==> config.mk <==
export PLATFORM = sky130hd
export DESIGN_NAME = l3fwd_actn_exec
export DESIGN_NICKNAME = d
export VERILOG_FILES = /design/src/rtl/l3fwd_actn_exec.sv
export SDC_FILE = /design/constraint.sdc
export NUM_CORES = 1
export LEC_CHECK = 0
export CAP_MARGIN = 10
export CORE_AREA = 2 2 539 541
export DETAILED_ROUTE_END_ITERATION = 10
export DIE_AREA = 0 0 541 543
export SLEW_MARGIN = 10
export SYNTH_ARGS = -nofsm -noshare
export SYNTH_HDL_FRONTEND = slang
export SYNTH_SLANG_ARGS = --single-unit
==> constraint.sdc <==
create_clock -name clk -period 4.2 [get_ports clk]
set_input_delay 1.26 -clock clk [delete_from_list [all_inputs] [get_ports clk]]
set_output_delay 1.26 -clock clk [all_outputs]
set_load 0.01 [all_outputs]
==> src/rtl/l3fwd_actn_exec.sv <==
// L3 forwarding action executor: applies the beat-0 action (drop / MAC+TTL+checksum
// rewrite / pass), strips the action from tuser and counts forwarded and dropped frames.
module l3fwd_actn_exec #(
  parameter int DATA_WIDTH = 512,
  parameter int KEEP_WIDTH = DATA_WIDTH/8,
  parameter int ID_WIDTH   = 8,
  parameter int DEST_WIDTH = 4,
  parameter int USER_WIDTH = 4,
  parameter int ACTN_WIDTH = 128
) (
  input  logic                             clk,
  input  logic                             rst,
  input  logic [DATA_WIDTH-1:0]            s_axis_tdata,
  input  logic [KEEP_WIDTH-1:0]            s_axis_tkeep,
  input  logic                             s_axis_tvalid,
  output logic                             s_axis_tready,
  input  logic                             s_axis_tlast,
  input  logic [ID_WIDTH-1:0]              s_axis_tid,
  input  logic [DEST_WIDTH-1:0]            s_axis_tdest,
  input  logic [USER_WIDTH+ACTN_WIDTH-1:0] s_axis_tuser,
  output logic [DATA_WIDTH-1:0]            m_axis_tdata,
  output logic [KEEP_WIDTH-1:0]            m_axis_tkeep,
  output logic                             m_axis_tvalid,
  input  logic                             m_axis_tready,
  output logic                             m_axis_tlast,
  output logic [ID_WIDTH-1:0]              m_axis_tid,
  output logic [DEST_WIDTH-1:0]            m_axis_tdest,
  output logic [USER_WIDTH-1:0]            m_axis_tuser,
  input  logic                             cnt_clr,
  output logic [31:0]                      cnt_fwd,
  output logic [31:0]                      cnt_drop
);

  localparam logic [1:0] ST_IDLE = 2'd0;
  localparam logic [1:0] ST_PASS = 2'd1;
  localparam logic [1:0] ST_DROP = 2'd2;

  logic [1:0]            state_reg, state_next;
  logic [DATA_WIDTH-1:0] m_tdata_reg;
  logic [KEEP_WIDTH-1:0] m_tkeep_reg;
  logic                  m_tvalid_reg;
  logic                  m_tlast_reg;
  logic [ID_WIDTH-1:0]   m_tid_reg;
  logic [DEST_WIDTH-1:0] m_tdest_reg;
  logic [USER_WIDTH-1:0] m_tuser_reg;
  logic [DEST_WIDTH-1:0] frame_dest_reg;
  logic [31:0]           cnt_fwd_reg, cnt_drop_reg;

  logic [ACTN_WIDTH-1:0] actn;
  logic                  unused_actn;
  assign actn        = s_axis_tuser[USER_WIDTH +: ACTN_WIDTH];
  assign unused_actn = ^actn;

  // Beat-0 classification, evaluated on whatever is presented while idle
  logic       is_runt, is_ipv4, ttl_low, beat0_drop, beat0_rewrite;
  logic [7:0] ttl;
  assign ttl           = s_axis_tdata[8*22 +: 8];
  assign is_runt       = ~&s_axis_tkeep[25:0];
  assign is_ipv4       = (s_axis_tdata[8*12 +: 8] == 8'h08) && (s_axis_tdata[8*13 +: 8] == 8'h00);
  assign ttl_low       = (ttl <= 8'd1);
  assign beat0_drop    = is_runt || !actn[127] || actn[126] || (is_ipv4 && ttl_low);
  assign beat0_rewrite = !beat0_drop && is_ipv4;

  logic [95:0] mac_bytes;
  genvar gi;
  generate
    for (gi = 0; gi < 6; gi++) begin : g_mac
      assign mac_bytes[8*gi +: 8]     = actn[119-8*gi -: 8];
      assign mac_bytes[8*(gi+6) +: 8] = actn[71-8*gi -: 8];
    end
  endgenerate

  // TTL drop lowers the {ttl,proto} word by 0x0100, so the complemented sum rises by 0x0100
  logic [15:0] hc_old, hc_new;
  logic [16:0] hc_sum;
  assign hc_old = {s_axis_tdata[8*24 +: 8], s_axis_tdata[8*25 +: 8]};
  assign hc_sum = {1'b0, hc_old} + 17'h00100;
  assign hc_new = hc_sum[15:0] + {15'd0, hc_sum[16]};

  logic [DATA_WIDTH-1:0] rw_data;
  always_comb begin
    rw_data                 = s_axis_tdata;
    rw_data[95:0]           = mac_bytes;
    rw_data[8*22 +: 8]      = ttl - 8'd1;
    rw_data[8*24 +: 8]      = hc_new[15:8];
    rw_data[8*25 +: 8]      = hc_new[7:0];
  end

  logic                  out_ready, in_first, in_xfer, fwd_beat, drop_first;
  logic [DEST_WIDTH-1:0] beat0_dest, out_dest;
  logic [DATA_WIDTH-1:0] out_data;

  assign out_ready     = m_axis_tready || !m_tvalid_reg;
  assign s_axis_tready = rst && ((state_reg == ST_DROP) || out_ready);
  assign in_first      = (state_reg == ST_IDLE);
  assign in_xfer       = s_axis_tvalid && s_axis_tready;
  assign fwd_beat      = in_xfer && ((in_first && !beat0_drop) || (state_reg == ST_PASS));
  assign drop_first    = in_xfer && in_first && beat0_drop;
  assign beat0_dest    = beat0_rewrite ? actn[120 +: DEST_WIDTH] : s_axis_tdest;
  assign out_dest      = in_first ? beat0_dest : frame_dest_reg;
  assign out_data      = (in_first && beat0_rewrite) ? rw_data : s_axis_tdata;

  always_comb begin
    state_next = state_reg;
    if (in_xfer) begin
      if (s_axis_tlast)
        state_next = ST_IDLE;
      else if (in_first)
        state_next = beat0_drop ? ST_DROP : ST_PASS;
    end
  end

  always_ff @(posedge clk) begin
    if (!rst) begin
      state_reg      <= ST_IDLE;
      m_tdata_reg    <= '0;
      m_tkeep_reg    <= '0;
      m_tvalid_reg   <= 1'b0;
      m_tlast_reg    <= 1'b0;
      m_tid_reg      <= '0;
      m_tdest_reg    <= '0;
      m_tuser_reg    <= '0;
      frame_dest_reg <= '0;
      cnt_fwd_reg    <= '0;
      cnt_drop_reg   <= '0;
    end else begin
      state_reg <= state_next;
      if (in_xfer && in_first)
        frame_dest_reg <= beat0_dest;
      if (fwd_beat) begin
        m_tdata_reg  <= out_data;
        m_tkeep_reg  <= s_axis_tkeep;
        m_tvalid_reg <= 1'b1;
        m_tlast_reg  <= s_axis_tlast;
        m_tid_reg    <= s_axis_tid;
        m_tdest_reg  <= out_dest;
        m_tuser_reg  <= s_axis_tuser[USER_WIDTH-1:0];
      end else if (m_axis_tready) begin
        m_tvalid_reg <= 1'b0;
      end
      if (cnt_clr)
        cnt_drop_reg <= '0;
      else if (drop_first)
        cnt_drop_reg <= cnt_drop_reg + 32'd1;
      if (cnt_clr)
        cnt_fwd_reg <= '0;
      else if (m_tvalid_reg && m_axis_tready && m_tlast_reg)
        cnt_fwd_reg <= cnt_fwd_reg + 32'd1;
    end
  end

  assign m_axis_tdata  = m_tdata_reg;
  assign m_axis_tkeep  = m_tkeep_reg;
  assign m_axis_tvalid = m_tvalid_reg;
  assign m_axis_tlast  = m_tlast_reg;
  assign m_axis_tid    = m_tid_reg;
  assign m_axis_tdest  = m_tdest_reg;
  assign m_axis_tuser  = m_tuser_reg;
  assign cnt_fwd       = cnt_fwd_reg;
  assign cnt_drop      = cnt_drop_reg;

endmodule

==> results of run 1 <==
[worst min-delay path, delay by kind of cell, from the launching register on]
kind	cells	cell delay, ns
AO/OA/AOI/OAI	1	0.05
flip-flops	1	0.31
AND/OR/NAND/NOR	1	0.05
[layer usage]
metal	up-vias	global-route usage	routed length, um
li1	13476	-	-
met1	13787	0.178	92900
met2	1767	0.242	104000
met3	591	0.142	49100
met4	304	0.0541	8560
met5	-	0	2030
[cell usage after synthesis, types with 14 or more instances]
cell type | instances | area (sq um)
a21oi_1 | 501 | 2510
a31oi_1 | 99 | 619
buf_2 | 42 | 210
buf_4 | 24 | 180
clkbuf_1 | 170 | 638
dfxtp_1 | 664 | 13300
nand2_1 | 1171 | 4400
nand3_1 | 30 | 150
nand4_1 | 32 | 200
nor2_1 | 80 | 300
nor3_1 | 14 | 70.1
o21ai_0 | 124 | 621
xnor2_1 | 28 | 245
xor2_1 | 44 | 385
[power by group through the flow]
stage / registers (mW) / logic [mW] / clock network, mW
2_1_floorplan: 6.44 / 0.154 / 0
3_3_place_gp: 6.44 / 1.00 / 0
3_5_place_dp: 6.44 / 1.01 / 0
4_1_cts: 6.30 / 1.02 / 8.82
5_1_grt: 6.30 / 1.06 / 8.97
6_report: 6.31 / 1.01 / 8.52
[cells by family (layout without fill, tap and decap cells)]
logic type | count (synthesis) | count (layout)
fa+ha+maj | 8 | 8
buf+inv | 251 | 1711
compound gates | 758 | 758
xor+xnor | 72 | 72
flops | 664 | 664
mux | 7 | 7
simple gates | 1400 | 1400
other cells | 0 | 114
[metrics by stage]
stage	setup slack, ns	cells	hold WS [ns]	cell area, sq um	util
4_1_cts	0.172	8401	0.453	47200	0.164
2_1_floorplan	0.763	3160	0.478	24900	-
6_report	0.268	8515	0.452	47500	0.165
5_1_grt	0.139	8426	0.465	47300	0.165
3_5_place_dp	-0.254	8235	0.446	44100	0.153
3_3_place_gp	-0.475	8234	0.443	44000	0.153
[layout make-up]
type                            count  area [sq um]
Sequential cell                   664         13300
Clock inverter                     41           561
Multi-Input combinational cell   2245         10500
Antenna cell                      114           285
Tap cell                         3781          4730
Timing Repair Buffer             1533         15500
Fill cell                       32493        240000
Inverter                           12          52.6
Clock buffer                      125          2630
[path summary, 6_finish.rpt]
check,slack (ns),to,from,cells past startpoint
setup / recovery,0.27,s_axis_tready,m_axis_tready,7
hold / removal,0.45,m_axis_tdata[391]$_SDFFE_PN0P_,m_axis_tdata[391]$_SDFFE_PN0P_,2
hold reg to reg,0.45,m_axis_tdata[391]$_SDFFE_PN0P_,m_axis_tdata[391]$_SDFFE_PN0P_,2
setup reg to reg,1.44,m_axis_tdata[206]$_SDFFE_PN0P_,state_reg[0]$_SDFFE_PN0P_,7
==> flow_metrics.tcl, run 1 <==
set metrics [dict create \
    vdd_drop_max_v 0.000395 \
    synthXorXnorAreaFrac 0.0254 \
    leakagePower_nw 15.3 \
    switching_power_mw 3.80 \
    antenna_found_initial 380 \
    worstMarginPinSlew_ns 1.28 \
    cp_max_fo 4 \
    gp_congestion 0.909 \
    path_class "in -> out" \
    fin_crit_sh 0.936 \
    finalSetupViolCount 0 \
    cts_root_buf "clkbuf_16" \
    intPower_mw 12.0 \
    maxCapViolCount 0 \
    drive_above_1_share 0.0747 \
    synthFlopType "dfxtp_1" \
    power_density_mw_per_mm2 333 \
    die_h_um 543 \
    holdBufCountCts 0 \
    finalSetupTns_ns 0 \
    drtIter0Drc 2837 \
    io_buffers 1358 \
    cts_resized 0 \
    slowest_delay_ns 0.41 \
    ys_seq_area_frac 0.535 \
    pwr-share-clk 0.538 \
    synth_fa_ha_area_frac 0.00403 \
    layout_common_cells "clkdlybuf4s50_1, nand2_1, dfxtp_1, a21oi_1, buf_4" \
    slew_headroom 0.149 \
    p_comb_frac 0.064 \
    timing.final.crit_period_ns 3.93 \
    overflow 0 \
    dpl.hpwl_um 226000 \
    clockBufferDepth 4 \
    synthSimpleGateAreaFrac 0.227 \
    arrival_ns 2.67 \
    grt_use_total 0.167 \
    synth_top_family_by_area "simple AND/OR/NAND/NOR gates" \
    first_pass_iters 5 \
    final_antenna_net_count 0 \
    path_cells "clkdlybuf4s50_1, nand2b_1, buf_4, nor2_1, nor2_1, buf_4, buf_12" \
    nNetsFinal 5283 \
    h-tree-depth 3 \
    post_cts_buffers 0 \
    switching_share 0.240 \
    synth.avg_cell_area_sq_um 7.87 \
    cp_top_family "buffers and inverters" \
    finalClockSkew_ns 0.0558 \
    via_count 29925 \
    crit_buf_inv 4 \
    synth_mux_area_frac 0.00282 \
    die_area_sq_mm 0.294 \
    rows 197 \
    largest_register_ffs 512 \
    cp_data_required_time_ns 2.94 \
    num_io_pins 1385 \
    clock.fmax_mhz 254 \
    hp-class "reg -> reg" \
    cts_made_buffers 93 \
    wl_per_cell_um 30.2 \
    synth_cells 3160 \
    postRouteWirelength_um 257000 \
    syn2layout_area_growth_pct 91.2 \
    coreArea_sq_mm 0.287 \
    grt_max_degree 166 \
    cp-start-kind "input pin" \
    hold_viol_final 0 \
    rsz0062_at_grt "no" \
    syn_nets 3894 \
    outcome "complete, no violations" \
    critPathSlowestCell "clkdlybuf4s50_1" \
    die_w_um 541 \
    grt_pass1_vias 27134 \
    synth_area_sq_mm 0.0249 \
    grt_pass1_wl_um 313000 \
    final_common_cell "clkdlybuf4s50_1" \
    crit_path_end_kind "primary output" \
    clkLatencyLatePin_ns 0.79 \
    synth_edf_count 0 \
    drc 0 \
    total_power_mw 15.8 \
    synth_cell_types 52 \
    yosysWarnings 0 \
    async_flop_share 0 \
    pwr-share-seq 0.398 \
    synth_compound_area_frac 0.162 \
    start_util 0.0865 \
    ys_ff_latch 664 \
    cts_tree "done" \
    viasPerCell 3.51 \
    clock_sinks 664 \
    maxSlewViolCount 0 \
    clk_pin_slew_ns 0.06 \
]
Power figures use the tool's default switching activity.
==> inputs of run 2 (changes only) <==
--- a/config.mk
+++ b/config.mk
@@ -5,10 +5,10 @@
 export SDC_FILE = /design/constraint.sdc
 export NUM_CORES = 1
 export LEC_CHECK = 0
-export CAP_MARGIN = 10
-export CORE_AREA = 2 2 539 541
+export CORE_AREA = 2 2 532 534
 export DETAILED_ROUTE_END_ITERATION = 10
-export DIE_AREA = 0 0 541 543
+export DIE_AREA = 0 0 534 536
+export PLACE_DENSITY_LB_ADDON = 0.05
 export SLEW_MARGIN = 10
 export SYNTH_ARGS = -nofsm -noshare
 export SYNTH_HDL_FRONTEND = slang
==> flow_metrics.tcl, run 2 (synthesis results as in run 1) <==
set metrics [dict create \
    outcome "complete, no violations" \
    final_common_cell "clkdlybuf4s50_1" \
    switching_share 0.241 \
    post_cts_buffers 0 \
    final_antenna_net_count 0 \
    finish.utilization 0.169 \
    worstMarginPinSlew_ns 1.01 \
    die_area_sq_mm 0.286 \
    cts_root_buf "clkbuf_16" \
    finalClockSkew_ns 0.0699 \
    place_inst 8188 \
    clock_sinks 664 \
    pwr-share-seq 0.383 \
    total_power_mw 16.5 \
    cp_top_family "buffers and inverters" \
    cp_data_required_time_ns 4.90 \
    clockBufferDepth 4 \
    path_cells "clkdlybuf4s50_1, nand4b_1, nor4_2, buf_4, o211ai_4, buf_12, a21oi_4, buf_12, buf_12, buf_4, nand2_1, a21oi_1" \
    num_io_pins 1385 \
    cts_resized 0 \
    rsz0062_at_grt "no" \
    grt_max_degree 112 \
    drive_above_1_share 0.0735 \
    path_class "in -> reg" \
    overflow 0 \
    hp-class "reg -> reg" \
    die_w_um 534 \
    crit_buf_inv 6 \
    io_buffers 1358 \
    switching_power_mw 3.96 \
    maxSlewViolCount 0 \
    first_pass_iters 5 \
    critPathSlowestCell "nor4_2" \
    largest_register_ffs 512 \
    syn2layout_area_growth_pct 90.5 \
    die_h_um 536 \
    grt_use_total 0.132 \
    nNetsFinal 5288 \
    layout_common_cells "clkdlybuf4s50_1, nand2_1, dfxtp_1, a21oi_1, buf_4" \
    wl_per_cell_um 23.5 \
    pwr-share-clk 0.557 \
    leakagePower_nw 15.4 \
    holdBufCountCts 0 \
    p_comb_frac 0.060 \
    coreArea_sq_mm 0.281 \
    cp_max_fo 75 \
    viasPerCell 3.29 \
    slowest_delay_ns 0.65 \
    wl_met1_um 76900 \
    clock.fmax_mhz 262 \
    fin_crit_sh 0.910 \
    rows 195 \
    fin_cells 8386 \
    clk_pin_slew_ns 0.05 \
    cp-start-kind "input pin" \
    intPower_mw 12.5 \
    dr.max_layer_used "met5" \
    maxCapViolCount 0 \
    grt_pass1_wl_um 261000 \
    start_util 0.0885 \
    clkLatencyLatePin_ns 0.84 \
    crit_path_end_kind "flop" \
    antenna_found_initial 111 \
    timing.final.crit_period_ns 3.82 \
    gp_congestion 0.760 \
    crit_top_cell "buf_12" \
    drtIter0Drc 1053 \
    postRouteWirelength_um 197000 \
    vdd_drop_max_v 0.000297 \
    power_density_mw_per_mm2 347 \
    slew_headroom 0.329 \
    cts_tree "done" \
    wl_met3_um 21500 \
    h-tree-depth 3 \
    dpl.hpwl_um 156000 \
    via_count 27616 \
    drc 0 \
    cts_made_buffers 107 \
    arrival_ns 4.52 \
    hold_viol_final 0 \
    grt_pass1_vias 28004 \
    wl_met2_um 94700 \
    finalSetupViolCount 0 \
]
## run 2: final cells by class
type	instances	area, sq um
Fill cell	31632	233000
Timing Repair Buffer	1524	15300
Sequential cell	664	13300
Multi-Input combinational cell	2245	10500
Tap cell	3743	4680
Clock buffer	161	3200
Clock inverter	20	268
Inverter	12	52.6
Antenna cell	17	42.5
## run 2: layer usage
| metal | global-route usage | vias to the layer above |
|---|---|---|
| li1 | - | 13315 |
| met1 | 0.146 | 12815 |
| met2 | 0.228 | 1055 |
| met3 | 0.0663 | 317 |
| met4 | 0.0221 | 114 |
| met5 | 0 | - |
## run 2: tightest hold or removal path, delay by kind of cell, from the launching register on
| kind | cells | cell delay (ns) |
|---|---|---|
| and+or+nand+nor | 1 | 0.05 |
| AOI/OAI and AO/OA | 1 | 0.05 |
| DFF | 1 | 0.30 |
## run 2: power by group through the flow
stage | logic, mW | registers (mW) | clock network, mW
final | 0.980 | 6.31 | 9.17
after CTS | 1.01 | 6.31 | 9.68
after global routing | 1.05 | 6.30 | 9.85
after floorplan | 0.154 | 6.44 | 0
after detailed placement | 1.00 | 6.44 | 0
after global placement | 1.00 | 6.44 | 0
## run 2: worst paths after layout
path                                  start                              to  slack (ns)  depth (start not counted)
max                         s_axis_tkeep[9]  m_axis_tdata[136]$_SDFFE_PN0P_        0.38                         12
min          m_axis_tdata[328]$_SDFFE_PN0P_  m_axis_tdata[328]$_SDFFE_PN0P_        0.45                          2
max reg2reg       state_reg[0]$_SDFFE_PN0P_       cnt_drop[31]$_SDFFE_PP0P_        1.64                          8
min reg2reg  m_axis_tdata[328]$_SDFFE_PN0P_  m_axis_tdata[328]$_SDFFE_PN0P_        0.45                          2
## run 2: metrics by stage
| step | hold slack [ns] | cell area, sq um | setup WS, ns | setup TNS (ns) |
|---|---|---|---|---|
| after detailed placement | 0.446 | 43900 | -0.543 | -188.91 |
| after global routing | 0.464 | 47300 | 0.166 | 0 |
| final | 0.450 | 47400 | 0.377 | 0 |
| after floorplan | 0.478 | 24900 | 0.763 | 0 |
| after global placement | 0.442 | 43900 | -0.530 | -178.80 |
| after CTS | 0.454 | 47300 | 0.299 | 0 |
